===== src/rtl/peripheral_operand_entry.sv =====
// ---------------------------------------------------------------------------
// peripheral_deco7seg
// Purpose : hex nibble to seven-segment decoder. Segment order is
//           {g,f,e,d,c,b,a} and a segment is lit when its bit is 1.
// Ports   : i_nibble  - value to show
//           i_letter  - 1 = letter digit: only A..F are drawn, 0..9 are blank
//           o_seg     - segment drive
// ---------------------------------------------------------------------------
module peripheral_deco7seg (
    input  logic [3:0] i_nibble,
    input  logic       i_letter,
    output logic [6:0] o_seg
);

    // Plain hex glyphs. A letter digit only carries mode letters, so a
    // numeric code on it is shown blank rather than as a misleading digit.
    always_comb begin
        o_seg = 7'h00;
        case (i_nibble)
            4'h0: o_seg = 7'h3F;
            4'h1: o_seg = 7'h06;
            4'h2: o_seg = 7'h5B;
            4'h3: o_seg = 7'h4F;
            4'h4: o_seg = 7'h66;
            4'h5: o_seg = 7'h6D;
            4'h6: o_seg = 7'h7D;
            4'h7: o_seg = 7'h07;
            4'h8: o_seg = 7'h7F;
            4'h9: o_seg = 7'h6F;
            4'hA: o_seg = 7'h77;
            4'hB: o_seg = 7'h7C;
            4'hC: o_seg = 7'h39;
            4'hD: o_seg = 7'h5E;
            4'hE: o_seg = 7'h79;
            4'hF: o_seg = 7'h71;
            default: o_seg = 7'h00;
        endcase
        if (i_letter && (i_nibble < 4'hA)) begin
            o_seg = 7'h00;
        end
    end

endmodule

// ---------------------------------------------------------------------------
// peripheral_operand_entry
// Purpose : byte-by-byte entry of NUM_OPS operands from an 8-bit switch bank
//           using debounced-by-sync enter/back buttons, plus a display mode
//           that pages through the bytes of a result word.
// Ports   : clk, reset (async, active-high)
//           enter, back     - raw buttons, asynchronous to clk
//           loaddata        - level: 1 = entry mode, 0 = result display
//           inputdata[7:0]  - switch byte
//           dataR           - result word to display
//           operands        - operand k at [k*DATA_W +: DATA_W]
//           inputdata_ready - all operands captured
//           disp3..disp0    - seven-segment digits (disp3 is the mode letter)
// ---------------------------------------------------------------------------
module peripheral_operand_entry #(
    parameter int DATA_W  = 32,
    parameter int NUM_OPS = 2
) (
    input  logic                      clk,
    input  logic                      reset,
    input  logic                      enter,
    input  logic                      back,
    input  logic                      loaddata,
    input  logic [7:0]                inputdata,
    input  logic [DATA_W-1:0]         dataR,
    output logic [NUM_OPS*DATA_W-1:0] operands,
    output logic                      inputdata_ready,
    output logic [6:0]                disp3,
    output logic [6:0]                disp2,
    output logic [6:0]                disp1,
    output logic [6:0]                disp0
);

    localparam int BYTES  = DATA_W / 8;
    localparam int OIDX_W = (NUM_OPS > 1) ? $clog2(NUM_OPS) : 1;
    localparam int BIDX_W = (BYTES > 1) ? $clog2(BYTES) : 1;

    typedef enum logic [1:0] {LOAD, READY, SHOW} state_t;

    // Bit 0 = enter, bit 1 = back, bit 2 = loaddata.
    logic [2:0] r_meta;
    logic [2:0] r_sync;
    logic [2:0] r_prev;

    state_t                    r_state;
    logic [OIDX_W-1:0]         r_oidx;
    logic [BIDX_W-1:0]         r_bidx;
    logic [BIDX_W-1:0]         r_ridx;
    logic [NUM_OPS*DATA_W-1:0] r_operands;
    logic                      r_ready;

    logic       w_enterOnly;
    logic       w_backOnly;
    logic       w_loadRise;
    logic       w_loadFall;
    logic [3:0] w_nib3;
    logic [3:0] w_nib2;
    logic [7:0] w_byte;

    // Two-flop synchroniser per input, plus a third flop holding the previous
    // synchronised level so each press yields a single one-cycle pulse.
    always_ff @(posedge clk or posedge reset) begin
        if (reset) begin
            r_meta <= '0;
            r_sync <= '0;
            r_prev <= '0;
        end else begin
            r_meta <= {loaddata, back, enter};
            r_sync <= r_meta;
            r_prev <= r_sync;
        end
    end

    // Simultaneous enter and back is treated as an ambiguous press and dropped.
    assign w_enterOnly = (r_sync[0] & ~r_prev[0]) & ~(r_sync[1] & ~r_prev[1]);
    assign w_backOnly  = (r_sync[1] & ~r_prev[1]) & ~(r_sync[0] & ~r_prev[0]);
    assign w_loadRise  =  r_sync[2] & ~r_prev[2];
    assign w_loadFall  = ~r_sync[2] &  r_prev[2];

    // Mode control and operand capture. Switch edges take priority over the
    // buttons so a mode change never also consumes a button pulse.
    always_ff @(posedge clk or posedge reset) begin
        if (reset) begin
            r_state    <= LOAD;
            r_oidx     <= '0;
            r_bidx     <= '0;
            r_ridx     <= '0;
            r_operands <= '0;
            r_ready    <= 1'b0;
        end else if (w_loadFall) begin
            r_state <= SHOW;
            r_ridx  <= '0;
        end else if (w_loadRise) begin
            r_state <= LOAD;
            r_oidx  <= '0;
            r_bidx  <= '0;
            r_ready <= 1'b0;
        end else begin
            case (r_state)
                LOAD: begin
                    if (w_enterOnly) begin
                        r_operands[int'(r_oidx)*DATA_W + int'(r_bidx)*8 +: 8] <= inputdata;
                        if (r_bidx == BIDX_W'(BYTES-1)) begin
                            r_bidx <= '0;
                            if (r_oidx == OIDX_W'(NUM_OPS-1)) begin
                                r_state <= READY;
                                r_ready <= 1'b1;
                            end else begin
                                r_oidx <= r_oidx + OIDX_W'(1);
                            end
                        end else begin
                            r_bidx <= r_bidx + BIDX_W'(1);
                        end
                    end else if (w_backOnly) begin
                        if (r_bidx != '0) begin
                            r_bidx <= r_bidx - BIDX_W'(1);
                        end else if (r_oidx != '0) begin
                            r_oidx <= r_oidx - OIDX_W'(1);
                            r_bidx <= BIDX_W'(BYTES-1);
                        end
                    end
                end
                READY: begin
                end
                SHOW: begin
                    if (w_enterOnly) begin
                        r_ridx <= (r_ridx == BIDX_W'(BYTES-1)) ? '0 : r_ridx + BIDX_W'(1);
                    end
                end
                default: r_state <= LOAD;
            endcase
        end
    end

    assign operands        = r_operands;
    assign inputdata_ready = r_ready;

    // Display content per mode: letter on disp3, byte index on disp2 and the
    // byte itself on disp1:disp0. The result byte is taken live from dataR.
    always_comb begin
        w_nib3 = 4'hA;
        w_nib2 = 4'h0;
        w_byte = 8'h00;
        case (r_state)
            LOAD: begin
                w_nib3 = 4'hA + 4'(r_oidx);
                w_nib2 = 4'(r_bidx);
                w_byte = inputdata;
            end
            READY: begin
                w_nib3 = 4'hC;
                w_nib2 = 4'(BYTES-1);
                w_byte = r_operands[NUM_OPS*DATA_W-8 +: 8];
            end
            SHOW: begin
                w_nib3 = 4'hE;
                w_nib2 = 4'(r_ridx);
                w_byte = dataR[int'(r_ridx)*8 +: 8];
            end
            default: begin
                w_nib3 = 4'hA;
            end
        endcase
    end

    peripheral_deco7seg u_deco3 (.i_nibble(w_nib3),      .i_letter(1'b1), .o_seg(disp3));
    peripheral_deco7seg u_deco2 (.i_nibble(w_nib2),      .i_letter(1'b0), .o_seg(disp2));
    peripheral_deco7seg u_deco1 (.i_nibble(w_byte[7:4]), .i_letter(1'b0), .o_seg(disp1));
    peripheral_deco7seg u_deco0 (.i_nibble(w_byte[3:0]), .i_letter(1'b0), .o_seg(disp0));

endmodule


===== config.mk =====
export PLATFORM = sky130hd
export DESIGN_NAME = peripheral_operand_entry
export DESIGN_NICKNAME = d
export VERILOG_FILES = /design/src/rtl/peripheral_operand_entry.sv
export SDC_FILE = /design/constraint.sdc
export NUM_CORES = 1
export LEC_CHECK = 0
export BUFFER_PORTS_ARGS = -buffer_cell sky130_fd_sc_hd__buf_2
export CAP_MARGIN = 30
export CORE_MARGIN = 3
export CORE_UTILIZATION = 52
export CTS_CLUSTER_SIZE = 28
export DETAILED_ROUTE_END_ITERATION = 6
export PLACE_DENSITY = 0.85
export RECOVER_POWER = 50
export SKIP_LAST_GASP = 1
export SLEW_MARGIN = 10
export SYNTH_ARGS = -nofsm -noshare
export SYNTH_HDL_FRONTEND = slang
export SYNTH_SLANG_ARGS = --single-unit

===== constraint.sdc =====
create_clock -name clk -period 4.3 [get_ports clk]
set_input_delay 0.215 -clock clk [delete_from_list [all_inputs] [get_ports clk]]
set_output_delay 0.215 -clock clk [all_outputs]
set_load 0.01 [all_outputs]

Yosys cells after proc, flatten, opt, wreduce, memory -nomap -nowiden
Memories as Yosys holds them, arrays and structs flattened.
Cells that the tools add are included.

cells by class
  $add $sub $neg = 8
  $lt $le $gt $ge = 1
  equality and inequality tests = 11
  shift-type cells = 3
  multiplexer cells = 36
  bitwise gates (word level) = 14
  reductions and logical operators = 17

operators by type and width
  kind                                                    count
  bitwise mux 64 bit                                      1
  variable shift 8 x 33 -> 64 bit (first input constant)  1
  variable part select 8 x 33 -> 64 bit                   1
  two-way mux 2 bit                                       17
  negation 7 -> 33 bit                                    1
  variable part select 32 x 6 -> 8 bit                    1
  one-hot mux 8 bit (3 select lines)                      1
  nonzero test 2 bit                                      7
  two-way mux 1 bit                                       13
  inequality test 4 bit (second input constant)           3
  one-hot mux 4 bit (3 select lines)                      1
  AND reduction 4 bit                                     3
  AND reduction 5 bit                                     2
  inverter 1 bit                                          8
  adder 6 x 5 -> 7 bit                                    1
  two-way mux 7 bit                                       1
  bitwise AND 1 bit                                       6
  equality test 2 bit (second input constant)             3
  inequality test 3 x 1 -> 1 bit (second input constant)  2
  one-hot mux 2 bit (3 select lines)                      1
  adder 2 x 1 -> 2 bit (second input constant)            2
  adder 4 x 1 -> 4 bit (first input constant)             1
  < comparator 4 bit (second input constant)              1
  one-hot mux 2 bit (2 select lines)                      1
  11 further kinds                                        11

word-level totals
  bits in registers = 81
  ROM bits = 448
  input bits = 45
  output and inout port bits = 93
  logic and storage cells = 103
  memories = 4

memory list
  memory           depth  width  rd ports  clocked after Yosys merged registers in  write ports  RTL line  source
  (no name shown)  16     7      1         0                                        0            19        case (i_nibble)
  (no name shown)  16     7      1         0                                        0            19
  (no name shown)  16     7      1         0                                        0            19
  (no name shown)  16     7      1         0                                        0            19

Longest topological paths before layout
Gate-level depths: netlist (run 1).

  depth in word-level cells = 8
  mapped depth = 14
  depth with buffers taken out = 11

Modules after synthesis
A second synthesis (run 1) with hierarchy kept.

second synthesis, totals
  cells, all modules = 469
  area, all modules = 5262.5 um^2

by module, submodules not included
  module                    times used  cells an instance  area an instance (um^2)  seq. area each (um^2)
  peripheral_operand_entry  1           309                3941.3                   2026.9
  peripheral_deco7seg       4           40                 330.3                    0.0

Worst setup path after synthesis (run 1)
Ideal clock, no wire load.

  path type = reg-to-reg
  start point = reg r_oidx
  end point = reg r_operands[48] (netlist: operands[48])
  library setup time = 0.140 ns
  arrival time = 2.884 ns
  required time = 4.160 ns
  path slack = 1.276 ns
  stages on the path, launching flop included = 14
  buffers on the path = 3
  clock period less this slack = 3.024 ns
  path through = dfrtp_1 > clkbuf_1 > inv_1 > ha_1 > o21ba_2 > buf_2 > inv_1 > ha_1 > nand2b_1 > nor4_2 > o2111ai_1 > buf_2 > nand2_1 > o21ai_0

on the way
  cells in the longest elaborated chain, start to end = 4
  elaborated cells between the ends (all ways) = 5
  those cells by class = add/sub (2); shift (2); mux (1)

RTL lines
  item                                                                                      RTL line  source
  start: declaration                                                                        90        logic [OIDX_W-1:0] r_oidx;
  start signal: assignment                                                                  153       r_oidx <= r_oidx + OIDX_W'(1);
  start signal: assignment                                                                  162       r_oidx <= r_oidx - OIDX_W'(1);
  adder 6 x 5 -> 7 bit *                                                                    146       r_operands[int'(r_oidx)*DATA_W + int'(r_bidx)*8 +: 8] <= inputdata;
  negation 7 -> 33 bit *                                                                    146
  variable part select 8 x 33 -> 64 bit or variable shift 8 x 33 -> 64 bit (tied branches)  146
  bitwise mux 64 bit *                                                                      146
  end signal: indexed assignment                                                            146
  end: declaration                                                                          93        logic [NUM_OPS*DATA_W-1:0] r_operands;

Mark *: on every way between the ends. The rest lies on a longest branch, timed or not.
A chain may end at the register's enable or synchronous reset.

Final worst setup path (run 1)
  start point = reg r_bidx[0]
  end point = reg r_operands[33] (netlist: operands[33])

on the way
  cells in the longest elaborated chain, start to end = 4
  elaborated cells between the ends (all ways) = 5
  those cells by class = add/sub (2); shift (2); mux (1)

RTL lines
  item                                                                                      RTL line  source
  start: declaration                                                                        91        logic [BIDX_W-1:0] r_bidx;
  start signal: assignment                                                                  156       r_bidx <= r_bidx + BIDX_W'(1);
  start signal: assignment                                                                  160       r_bidx <= r_bidx - BIDX_W'(1);
  start signal: assignment                                                                  163       r_bidx <= BIDX_W'(BYTES-1);
  adder 6 x 5 -> 7 bit *                                                                    146
  negation 7 -> 33 bit *                                                                    146
  variable part select 8 x 33 -> 64 bit or variable shift 8 x 33 -> 64 bit (tied branches)  146
  bitwise mux 64 bit *                                                                      146

Marks and branches as above.

==> metrics, run 1 <==
Nets approximately 680; Slowest cell on crit path dfrtp_1; layout cells sized above 1 0.196; starting density of the core 0.546; DP Wirelength approximately 9800 microns; Final setup viols 0; number of CTS-inserted buffers 9; skew final a little over 6 ps; DR iter-0 viols roughly 300; Slew Limit Fails 67; Power Density about 690 nW/um^2; hold_ws 204 ps; total wire length 12700 microns; FFs w/ async S/R, synth 1.00; die area around 10000 sq um; number of library cell types mapped by synthesis 63; Yosys reg bits a little over 80; Total GRT Usage 0.253; vias in the first global route a little over 4000; Startpoint Class flip-flop; Clock Latency Late Sink approximately 340 ps; dpl ws 749 ps; Slew @ Worst Pin between 1500 and 2000 ps; Req. time, crit path 4510 ps; worst min path class primary input to flip-flop; Seq/Total Area, Yosys 0.443; syn avg cell area approximately 9.7 sq um; failing checks max-capacitance violations, max-slew violations; Cells on Worst Hold Path 2; status complete, but fails checks; Max Buffers Root-to-Sink 2; Core ar. between 8000 and 9000 sq um; Leakage Power roughly 2.5 nW; routed via count between 4000 and 5000; critical-path cell list inv_1 -> ha_1 -> nor2b_1 -> o21ba_2 -> inv_1 -> ha_1 -> nand2b_1 -> nor4_1 -> o2111ai_1 -> nand2_1 -> o21ai_0; fmax 0.284 GHz; Max-Cap Viols 2; net count of the mapped netlist 548; first drt pass iteration count 5; Slew headroom -0.164; Reg2Reg Setup Slack between 700 and 800 ps; final hold viol count 0; CTS resizes 0; Port Buffer Count between 100 and 150; maximum vdd drop 308 uV; Die X between 90 and 100 microns; Die H roughly 100 microns; Post-synth top flop dfrtp_1; GPL Wtd Cong ~1; Sink Count 81; DRC 0; routed len/inst 17.7 microns; # diodes 0; antenna-violating nets left 0; YS warnings 0; total negative slack 0 ps; Crit Path Category flip-flop to flip-flop; CTS tree yes; post-layout min period between 3000 and 4000 ps; CP arrival ~3700 ps; clock transition at the registers of the reported paths 80 ps; H-tree lvl count 3; synthesized area 4570 sq um; P&R area growth vs syn 19.4%; row cnt 33; cells on worst reg2reg path 11; # IOs about 140; Post-synth EDFFs 0; GR Overflow Total 0; Cells after Synth roughly 470; Final Cycle Share 0.818; Crit. End Element flip-flop; clock root buffer clkbuf_8; DR vias/cell slightly below 6; RSZ-0062 raised after global routing false; setup ws final approximately 800 ps; crit-path max FO 12; initial antenna violation count 0; first-pass GRT wire length between 20000 and 25000 microns; largest net degree at the start of global routing 35; CP max stage delay 570 ps
## Yosys cell counts, types with 2 or more instances
cell type	n	share of area
nor4_1	4	0.0055
and2_1	2	0.0027
xor2_1	3	0.0057
inv_1	21	0.017
a311oi_1	2	0.0038
a22oi_1	8	0.013
o21ai_1	3	0.0033
clkbuf_1	7	0.0057
mux2_2	13	0.032
nand2_2	2	0.0027
buf_4	3	0.0049
ha_1	30	0.082
a221oi_1	3	0.0057
o31ai_1	4	0.0066
nor2b_1	7	0.0096
nor3_1	6	0.0066
nand3_1	5	0.0055
and3_1	2	0.0027
or2_2	4	0.0055
mux2i_1	18	0.039
o221ai_1	2	0.0038
dfrtp_1	81	0.44
a31oi_1	4	0.0055
o2111ai_1	6	0.011
nor3b_1	2	0.0033
nand4_1	2	0.0027
buf_6	3	0.0074
a21boi_0	2	0.0033
a21oi_1	7	0.0077
nand2_1	86	0.071
o22ai_1	2	0.0027
nor2_1	20	0.016
o21ai_0	63	0.069
buf_2	10	0.011
nand2b_1	6	0.0082
o221a_2	3	0.0074
## cell type report
| cell class | count | area (sq um) |
|---|---|---|
| Inverter | 21 | 78.8 |
| Sequential cell | 81 | 2030 |
| Clock inverter | 4 | 76.3 |
| Tap cell | 105 | 131 |
| Clock buffer | 11 | 141 |
| Timing Repair Buffer | 146 | 673 |
| Fill cell | 741 | 2920 |
| Multi-Input combinational cell | 348 | 2340 |
## cell usage in the layout, fill, tap and decap left out, types with 3 or more instances in the layout
cell	instances
a21oi_1	7
nor3_1	6
o2111ai_1	6
o21ai_0	63
a221oi_1	3
buf_2	71
a22oi_1	8
nor2b_1	7
nand2_1	86
nand2b_1	6
o21ai_1	3
mux2_2	13
inv_1	21
xor2_1	3
mux2i_1	18
or2_2	4
clkbuf_1	68
dfrtp_1	81
o221a_2	3
nand3_1	5
a31oi_1	4
clkbuf_8	10
o31ai_1	4
nor2_1	20
dlygate4sd3_1	4
nor4_1	4
ha_1	30
## worst max-delay path, delay by kind of cell (launching register included)
| family | cells | cell delay (ps) |
|---|---|---|
| AOI/OAI and AO/OA | 3 | 910 |
| DFF | 1 | 570 |
| and+or+nand+nor | 4 | 1000 |
| buffers and inverters | 2 | 270 |
| adders and majority gates | 2 | 640 |
## sequential cells by signal, indices dropped and copies added (netlist names)
name,count
operands,64
r_meta,3
r_prev,3
r_sync,3
r_bidx,2
r_ridx,2
r_state,2
inputdata_ready,1
r_oidx,1
## layer usage
layer	share of wire	wire, microns	vias up	track usage
met5	0	0	-	0
met1	0.40	5080	1988	0.314
met3	0.10	1300	21	0.0646
met4	0.016	205	0	0.0714
met2	0.48	6110	220	0.436
li1	-	-	1937	-
## report_power, final
part,switching (mW),leakage (nW),internal (mW)
combinational,1.32,1.63,0.826
clock,0.270,0.106,0.342
sequential,0.104,0.803,0.883
total,1.70,2.54,2.05
## through the flow
stage          utilization  area [sq um]  instances  power [mW]
4_1_cts              0.662          5550        713        3.76
3_3_place_gp         0.629          5270        693        3.05
3_5_place_dp         0.631          5290        694        3.14
2_1_floorplan            -          4570        473        2.52
5_1_grt              0.652          5460        716        4.01
6_report             0.652          5460        716        3.75
## final timing paths
| path | start | endpoint |
|---|---|---|
| max in group asynchronous | reset | operands[57] |
| hold / removal | inputdata[0] | operands[0] |
| setup reg to reg | r_bidx[0] | operands[33] |
| min in group asynchronous | reset | operands[2] |
| setup / recovery | r_bidx[0] | operands[33] |
| hold reg to reg | r_meta[1] | r_sync[1] |
## cells by family after synthesis
kind of cell,synth area share
and+or+nand+nor,0.163
xor gates and xnor gates,0.0112
other,0.000820
DFF,0.443
AOI/OAI and AO/OA,0.174
adders and majority gates,0.0821
muxes,0.0796
buffers and inverters,0.0462
## what timing repair did
action / in CTS / in global routing
hold buffers: 4 / 0
hold endpoints to repair: 19 / 0
buffers inserted: 0 / 0
No activity file was read; power rests on OpenSTA's default activity.
==> run 2, diff against run 1 <==
==> constraint.sdc (replaced) <==
create_clock -name clk -period 3.6 [get_ports clk]
set_input_delay 0.18 -clock clk [delete_from_list [all_inputs] [get_ports clk]]
set_output_delay 0.18 -clock clk [all_outputs]
set_load 0.01 [all_outputs]
==> metrics, run 2 (synthesis gave the netlist of run 1 again) <==
setup ws final 291 ps (-493 ps); first drt pass iteration count 5 (unchanged); Power Density 826 nW/um^2 (+20%); Crit. End Element output port; failing checks max-capacitance violations, max-slew violations; post-CTS setup buffers 0 (unchanged); Final setup viols 0 (unchanged); Startpoint Class flip-flop; first-pass GRT wire length 19500 microns (-3.4%); critical path depth 11 (unchanged); Final Cycle Share 0.919; most frequent cells in the layout nand2_1, dfrtp_1, buf_2; delay-heaviest family, CP compound AO/OA/AOI/OAI gates; vias in the first global route 3968 (-4.5%); CP max stage delay 400 ps (-170 ps); Design Area, Final 5500 sq um (+0.60%); met3 wire len 1260 microns (-3.4%); DR iter-0 viols 263 (-15%); initial antenna violation count 0 (unchanged); routed via count 4124 (-1.0%); fmax 0.302 GHz; clock transition at the registers of the reported paths 80 ps (about the same); top sig layer met4; cells on worst reg2reg path 11 (unchanged); Clock Latency Late Sink 360 ps (+20 ps); DRC 0 (unchanged); DP Wirelength 9460 microns (-3.0%); Leakage Power 2.56 nW (+0.89%); Core ar. 8380 sq um (unchanged); crit-path max FO 7 (-5); Max Buffers Root-to-Sink 2 (unchanged); H-tree lvl count 3 (unchanged); row cnt 33 (unchanged); worst min path class primary input to flip-flop; layout cells sized above 1 0.202 (+0.00588); CP arrival 3130 ps (-600 ps); worst setup path startpoint r_state[0]; status complete, but fails checks; Slowest cell on crit path dfrtp_1; maximum vdd drop 442 uV (+43%); # IOs 138 (unchanged); CTS tree yes; GR Overflow Total 0 (unchanged); Slew @ Worst Pin 1760 ps (+10.2 ps); Crit Path Category flip-flop to output port; max reg flops 64 (unchanged); hold_ws 148 ps (-56.3 ps); Hold Startpoint inputdata[2]; Req. time, crit path 3420 ps (-1090 ps); clock root buffer clkbuf_8; Sink Count 81 (unchanged); die area 9960 sq um (unchanged); CP bufs+invs 3 (+1); Total GRT Usage 0.245 (-0.00743); critical-path cell list inv_1 -> ha_1 -> nand2b_1 -> o221ai_1 -> and2_1 -> inv_1 -> ha_1 -> mux2_4 -> o32a_1 -> o31ai_1 -> buf_2; most common cell after layout, fill and taps aside nand2_1; antenna-violating nets left 0 (unchanged); post-layout min period roughly 3300 ps; total negative slack 0 ps (unchanged); Slew headroom -0.171 (-0.00682); largest net degree at the start of global routing 35 (unchanged); Cells on Worst Hold Path 2 (unchanged); Die H 99.8 microns (unchanged); Slew Limit Fails 66 (-1.5%); Max-Cap Viols 2 (unchanged); final hold viol count 0 (unchanged); met1 wire length 5020 microns (-1.2%); P&R area growth vs syn 20.2%; Nets 684 (+0.29%); # diodes 0 (unchanged); Critical R2R Launch r_bidx[1]; GPL Wtd Cong 0.909 (-8.8%); Port Buffer Count 136 (unchanged); total wire length 12400 microns (-2.2%); DR vias/cell 5.74 (-1.3%); starting density of the core 0.546 (unchanged); metal2 WL 5950 microns (-2.7%); skew final 7.11 ps (+1.05 ps); Die X 99.8 microns (unchanged); dpl ws 323 ps (-426 ps); RSZ-0062 raised after global routing false; routed len/inst 17.3 microns (-2.5%); number of CTS-inserted buffers 9 (unchanged); Post-DP Area 5300 sq um (+0.19%)
==> run 2: changes by cell type in the layout (fill, tap and decap cells not counted), sizes merged <==
cell      previous run  this run
bufinv               2         3
clkinvlp             1         0
clkbuf              79        77
clkinv               0         1
buf                 74        77
==> run 2: cell type report <==
class	instances	area [sq um]
Multi-Input combinational cell	348	2340
Timing Repair Buffer	148	689
Clock inverter	5	104
Tap cell	105	131
Fill cell	744	2890
Clock buffer	10	128
Sequential cell	81	2030
Inverter	21	78.8
==> run 2: metal layers <==
layer	GRT usage	up-vias
li1	-	1951
met4	0.0693	0
met3	0.0479	19
met1	0.319	1937
met5	0	-
met2	0.418	217
==> run 2: report_power, final <==
group / switching [mW] / internal [mW]
registers: 0.105 / 1.05
logic: 1.60 / 1.00
clock network: 0.327 / 0.458
total: 2.03 / 2.51
==> run 2: repair_timing <==
item	in CTS	in global routing
endpoints found under the setup margin	0	1
endpoints found under the hold margin	20	0
gates resized for setup	0	1
hold buffers	4	0
==> run 2: path summary, 6_finish.rpt <==
kind | end | slack (ps)
hold reg to reg | r_sync[2] | 360
setup reg to reg | operands[46] | 400
hold / removal | operands[2] | 150
max in group asynchronous | operands[57] | 1060
setup / recovery | disp0[3] | 290
min in group asynchronous | operands[7] | 470
==> run 2: metrics by stage <==
step | total power [mW] | cells | util
2_1_floorplan | 3.00 | 473 | -
3_3_place_gp | 3.68 | 697 | 0.632
3_5_place_dp | 3.75 | 697 | 0.632
4_1_cts | 4.55 | 716 | 0.665
5_1_grt | 4.85 | 718 | 0.656
6_report | 4.54 | 718 | 0.656
